===== src/rtl/irq_pkg.sv =====
// irq_pkg: shared state encoding, cause field offsets and default source count for irq_ctrl
package irq_pkg;
    typedef enum logic [1:0] {IDLE, REQ, SERVICE} state_t;
    localparam int NSRC_DEF = 4;
    localparam int CAUSE_VALID = 0;
    localparam int CAUSE_ID_LSB = 1;
    localparam int CAUSE_PEND_LSB = 8;
endpackage


===== src/rtl/irq_ctrl_if.sv =====
// irq_ctrl_if: peripheral/core-facing signals of the interrupt controller
interface irq_ctrl_if #(parameter int NSRC = irq_pkg::NSRC_DEF);
    logic [NSRC-1:0] hwint;
    logic            cfg_we;
    logic [NSRC:0]   cfg_wd;
    logic            irq_ack;
    logic            rfe;
    logic            irq_req;
    logic            in_service;
    logic [31:0]     cause;
    logic [NSRC-1:0] pending;
    logic [NSRC:0]   cfg_rd;
    modport master (output hwint, cfg_we, cfg_wd, irq_ack, rfe,
                    input irq_req, in_service, cause, pending, cfg_rd);
    modport slave  (input hwint, cfg_we, cfg_wd, irq_ack, rfe,
                    output irq_req, in_service, cause, pending, cfg_rd);
endinterface


===== src/rtl/irq_prio_enc.sv =====
// irq_prio_enc: fixed-priority encoder, lowest set index wins
module irq_prio_enc #(
    parameter int NSRC = 4,
    parameter int IDW  = $clog2(NSRC)
) (
    input  logic [NSRC-1:0] req,
    output logic [IDW-1:0]  idx,
    output logic            any
);
    always_comb begin
        idx = '0;
        for (int i = NSRC - 1; i >= 0; i--) idx = req[i] ? IDW'(i) : idx;
        any = |req;
    end
endmodule


===== src/rtl/irq_ctrl.sv =====
// irq_ctrl: edge-captured, masked, fixed-priority interrupt controller feeding CP0
module irq_ctrl
    import irq_pkg::*;
#(
    parameter int NSRC = NSRC_DEF,
    parameter int IDW  = $clog2(NSRC)
) (
    input logic       clk,
    input logic       reset,
    irq_ctrl_if.slave bus
);
    state_t          state, state_nxt;
    logic [NSRC-1:0] hwint_q, pending, pend_nxt, clr, elig;
    logic [NSRC:0]   cfg;
    logic [IDW-1:0]  src_id, enc_idx;
    logic            elig_any, ack_take, rfe_take, irq_req, in_service;
    logic [31:0]     cause, cause_nxt;

    assign elig     = cfg[NSRC] ? (pending & cfg[NSRC-1:0]) : '0;
    assign ack_take = (state == REQ) & bus.irq_ack;
    assign rfe_take = (state == SERVICE) & bus.rfe;
    assign clr      = ack_take ? (NSRC'(1) << src_id) : '0;
    // A new edge on the bit being acknowledged survives the clear
    assign pend_nxt = (pending & ~clr) | (bus.hwint & ~hwint_q);

    irq_prio_enc #(.NSRC(NSRC), .IDW(IDW)) u_enc (
        .req(elig),
        .idx(enc_idx),
        .any(elig_any)
    );

    always_comb begin
        state_nxt = state;
        state_nxt = (state == IDLE && elig_any) ? REQ
                  : ack_take ? SERVICE
                  : rfe_take ? IDLE : state;
        cause_nxt = '0;
        cause_nxt[CAUSE_VALID] = 1'b1;
        cause_nxt[CAUSE_ID_LSB +: IDW] = src_id;
        cause_nxt[CAUSE_PEND_LSB +: NSRC] = pend_nxt;
    end

    always_ff @(posedge clk or negedge reset) begin
        if (!reset) begin
            state      <= IDLE;
            hwint_q    <= '0;
            pending    <= '0;
            cfg        <= '0;
            src_id     <= '0;
            cause      <= '0;
            irq_req    <= 1'b0;
            in_service <= 1'b0;
        end else begin
            state      <= state_nxt;
            hwint_q    <= bus.hwint;
            pending    <= pend_nxt;
            irq_req    <= state_nxt == REQ;
            in_service <= state_nxt == SERVICE;
            if (bus.cfg_we) cfg <= bus.cfg_wd;
            if (state == IDLE && elig_any) src_id <= enc_idx;
            if (ack_take) cause <= cause_nxt;
            else if (rfe_take) cause <= '0;
        end
    end

    assign bus.irq_req    = irq_req;
    assign bus.in_service = in_service;
    assign bus.cause      = cause;
    assign bus.pending    = pending;
    assign bus.cfg_rd     = cfg;
endmodule


===== src/flat_wrapper.sv =====
// flat-port wrapper written by rule: the top's interface ports become plain ports
module irq_ctrl_flat import irq_pkg::*;
#(
    parameter int NSRC = NSRC_DEF,
    parameter int IDW  = $clog2(NSRC)
)
  (clk, reset, bus_hwint, bus_cfg_we, bus_cfg_wd, bus_irq_ack, bus_rfe, bus_irq_req, bus_in_service, bus_cause, bus_pending, bus_cfg_rd);
  irq_ctrl_if #(.NSRC(NSRC)) bus_i ();
  input logic clk;
  input logic reset;
  input wire logic [$bits(bus_i.hwint)-1:0] bus_hwint;
  input wire logic [$bits(bus_i.cfg_we)-1:0] bus_cfg_we;
  input wire logic [$bits(bus_i.cfg_wd)-1:0] bus_cfg_wd;
  input wire logic [$bits(bus_i.irq_ack)-1:0] bus_irq_ack;
  input wire logic [$bits(bus_i.rfe)-1:0] bus_rfe;
  output wire logic [$bits(bus_i.irq_req)-1:0] bus_irq_req;
  output wire logic [$bits(bus_i.in_service)-1:0] bus_in_service;
  output wire logic [$bits(bus_i.cause)-1:0] bus_cause;
  output wire logic [$bits(bus_i.pending)-1:0] bus_pending;
  output wire logic [$bits(bus_i.cfg_rd)-1:0] bus_cfg_rd;
  assign bus_i.hwint = bus_hwint;
  assign bus_i.cfg_we = bus_cfg_we;
  assign bus_i.cfg_wd = bus_cfg_wd;
  assign bus_i.irq_ack = bus_irq_ack;
  assign bus_i.rfe = bus_rfe;
  assign bus_irq_req = bus_i.irq_req;
  assign bus_in_service = bus_i.in_service;
  assign bus_cause = bus_i.cause;
  assign bus_pending = bus_i.pending;
  assign bus_cfg_rd = bus_i.cfg_rd;
  irq_ctrl #(.NSRC(NSRC), .IDW(IDW)) u_core (.clk(clk), .reset(reset), .bus(bus_i));
endmodule

===== config.mk =====
export PLATFORM = sky130hd
export DESIGN_NAME = irq_ctrl_flat
export DESIGN_NICKNAME = d
export VERILOG_FILES = /design/src/rtl/irq_pkg.sv /design/src/rtl/irq_ctrl_if.sv /design/src/rtl/irq_prio_enc.sv /design/src/rtl/irq_ctrl.sv /design/src/flat_wrapper.sv
export SDC_FILE = /design/constraint.sdc
export NUM_CORES = 1
export LEC_CHECK = 0
export ABC_AREA = 1
export CELL_PAD_IN_SITES_DETAIL_PLACEMENT = 0
export CELL_PAD_IN_SITES_GLOBAL_PLACEMENT = 1
export CORE_MARGIN = 3
export CORE_UTILIZATION = 29
export DETAILED_ROUTE_END_ITERATION = 10
export HOLD_SLACK_MARGIN = 0.15
export PLACE_DENSITY_LB_ADDON = 0.3
export SKIP_LAST_GASP = 1
export SYNTH_ARGS = -nofsm -noshare
export SYNTH_HDL_FRONTEND = slang
export SYNTH_SLANG_ARGS = --single-unit

===== constraint.sdc =====
create_clock -name clk -period 1.3 [get_ports clk]
set_input_delay 0.13 -clock clk [delete_from_list [all_inputs] [get_ports clk]]
set_output_delay 0.13 -clock clk [all_outputs]
set_load 0.05 [all_outputs]

==> impl_metrics.toml, run 1 <==
[route]
wl_mm = 2.45
vias = 853
drt_iter0_markers = 21
vias_per_cell = 3.89
ant_nets = 0
avgRoutedWirePerCell_um = 11.2
drc = 0
first_pass_iters = 4

[timing]
finalCriticalPeriod_ns = 1.12
report.final.slew_viol_count = 0
fin_skew_ns = 0.00427
rsz0062_at_grt = "no"
setup_violations = 0
setup_tns_ns = 0
hold_violations = 0
finalCritPeriodShare = 0.860
hold_slack_ns = 0.222
fmax_mhz = 894

[grt]
track_usage = 0.101
antenna_found_initial = 0
grt_pass1_vias = 796
grt-ovfl-total = 0
grt_pass1_wl_mm = 3.91
grt_max_degree = 27

[setup_path]
worst_setup_path_start_kind = "flip-flop"
worst-setup-path-type = "reg2reg"
cp.arrival_ns = 1.28
crit_chain = "inv_1, nand3_4, inv_2, nor2_4, nand2_1, o21ai_0"
path_max_fanout = 9
crit_required_ns = 1.46
startpoint = "u_core.state[1]"
crit_buf_inv = 2
reg2reg_to = "u_core.bus.cause[2]"
r2r-start = "u_core.state[1]"
crit_family = "flip-flops"
rrSetupSlack_ns = 0.18
reg2reg_depth = 6
slowest_stage = "dfrtp_1"
end_kind = "flip-flop"
critPathMaxStageDelay_ns = 0.43

[floorplanning]
core-area_sq_um = 4060
dieHeight_um = 71.4
die-area_sq_um = 5100
start_util = 0.306
ioPinCount = 57
num_rows = 23
die_w_um = 71.4

[synth]
ys_types = 15
yosys.area.top_type = "dfrtp_1"
async_flop_share = 1.00
ys_seq_elements = 26
ys.flop_type = "dfrtp_1"
syn_area_sq_um = 1240
synth_top_area_frac = 0.524
synth.most_common_cell = "nand2_1"
synth_commonest_cells = "41 x nand2_1, 26 x dfrtp_1, 25 x buf_4"
synth_edf_count = 0
synthCells = 134
yosysWarnings = 0
synth_area_per_cell_sq_um = 9.26
synth.area.top_cells = "dfrtp_1 52%, buf_4 15%, nand2_1 12%"
seq_area_frac_synth = 0.524

[clocking]
cts.repair.resized = 0
h-tree-depth = 1
cts_root_buf = "clkbuf_8"
path_clk_slew_ns = 0.09
hold_buffers = 0
cts_sinks = 26
clk_latency_ns = 0.27
cts_setup_buffers = 0
ctsLongestPathBuffers = 2
cts_tree = "built"
cts_made_buffers = 3

[place]
hpwl_mm = 1.96
io_buffer_count = 31
globalplace.congestion = 0.743

[power]
power.density_nw_per_um2 = 2350
p_total_uw = 4130
p_sw_uw = 1850
power_frac_seq = 0.333
intPower_uw = 2280
p_comb_frac = 0.540
ir_drop_mv = 0.921
clockPowerShare = 0.127
leakage_uw = 0.000896
p_sw_frac = 0.448

[finish]
final_nets = 184
areaGrowthSynthToFinish_pct = 41.7
fill_cells = 385
drive_above_1_share = 0.207
final_util = 0.434
num_antenna_cells = 0

[run_status]
status = "complete, no violations"

[worst_hold_path]
hold_path.class = "in2async"

[flow_run]
cap_viol_max_count = 0
-- layer usage --
layer | global-route usage | share of wire
met4 | 0.0626 | 0.022
met2 | 0.156 | 0.47
met5 | 0 | 0
met3 | 0.0224 | 0.067
met1 | 0.128 | 0.44
-- metrics by stage --
step,setup WS [ns],cells,cell area (sq um)
after floorplan,0.0445,158,1330
after global placement,0.0254,215,1700
after detailed placement,0.0203,215,1700
after CTS,0.147,219,1760
after global routing,0.0502,219,1760
final,0.182,219,1760
-- state kept, by name, indices dropped and copies added (netlist names) --
| signal | count |
|---|---|
| u_core.bus.in_service | 1 |
| u_core.hwint_q | 4 |
| u_core.bus.cause | 7 |
| u_core.bus.irq_req | 1 |
| u_core.src_id | 2 |
| u_core.bus.cfg_rd | 5 |
| u_core.state | 2 |
| u_core.bus.pending | 4 |
-- cell usage in the layout (no fill, tap or decap) --
master	Yosys	final
nand2_1	41	41
dfrtp_1	26	26
conb_1	1	25
buf_12	0	18
inv_1	13	13
clkdlybuf4s50_1	0	13
nand3_1	5	5
nor2_1	5	5
mux2_2	5	5
o21ai_1	4	4
clkbuf_8	0	4
nor2_4	2	2
inv_2	2	2
o21ai_0	2	2
nand3_4	1	1
nand3_2	1	1
a21oi_2	1	1
buf_4	25	1
-- how the worst max path moves through the flow --
stage	endpoint	cells past startpoint
global route	u_core.bus.irq_req	6
global placement	u_core.bus.cause[2]	6
floorplan	u_core.src_id[0]	5
finish	u_core.bus.cause[2]	6
CTS	u_core.bus.cause[8]	6
detailed placement	u_core.bus.cause[8]	6
-- layout make-up --
cell class              count  area, sq um  share of cell area
flip-flops and latches     26          651               0.370
repair buffers             32          498               0.283
multi-input cells          92          437               0.248
well taps                  50         62.6              0.0356
inverters                  15         56.3              0.0320
clock buffers               4         55.1              0.0313
-- kinds of logic after synthesis --
kind of cell           Yosys count  share of synthesized area
other                            1                    0.00302
DFF                             26                      0.524
AOI/OAI and AO/OA                7                     0.0313
and+or+nand+nor                 55                      0.200
buffers and inverters           40                      0.197
muxes                            5                     0.0454
-- power groups by stage --
| stage | registers (uW) | logic (uW) | clock network (uW) |
|---|---|---|---|
| detailed placement | 1400 | 2260 | 0 |
| floorplan | 1890 | 734 | 0 |
| finish | 1380 | 2230 | 524 |
| global placement | 1400 | 2240 | 0 |
| global route | 1420 | 2390 | 560 |
| CTS | 1390 | 2260 | 530 |
-- worst register-to-register path: cells and delay by family, from the launching register on --
family,cells,cell delay (ns)
buf+inv,2,0.28
flops,1,0.43
compound gates,1,0.07
simple gates,3,0.24
(Power assumes the default switching activity.)
==> run 2: changes to the inputs <==
GPL_TIMING_DRIVEN = 1   (was unset)
==> results of run 2 <==
No change in the layout: final DEF, timing and power equal those of run 1.
==> run 3: changes to the inputs <==
CAP_MARGIN = 20   (was unset)
==> results of run 3 <==
No change in the layout: final DEF, timing and power equal those of run 1.
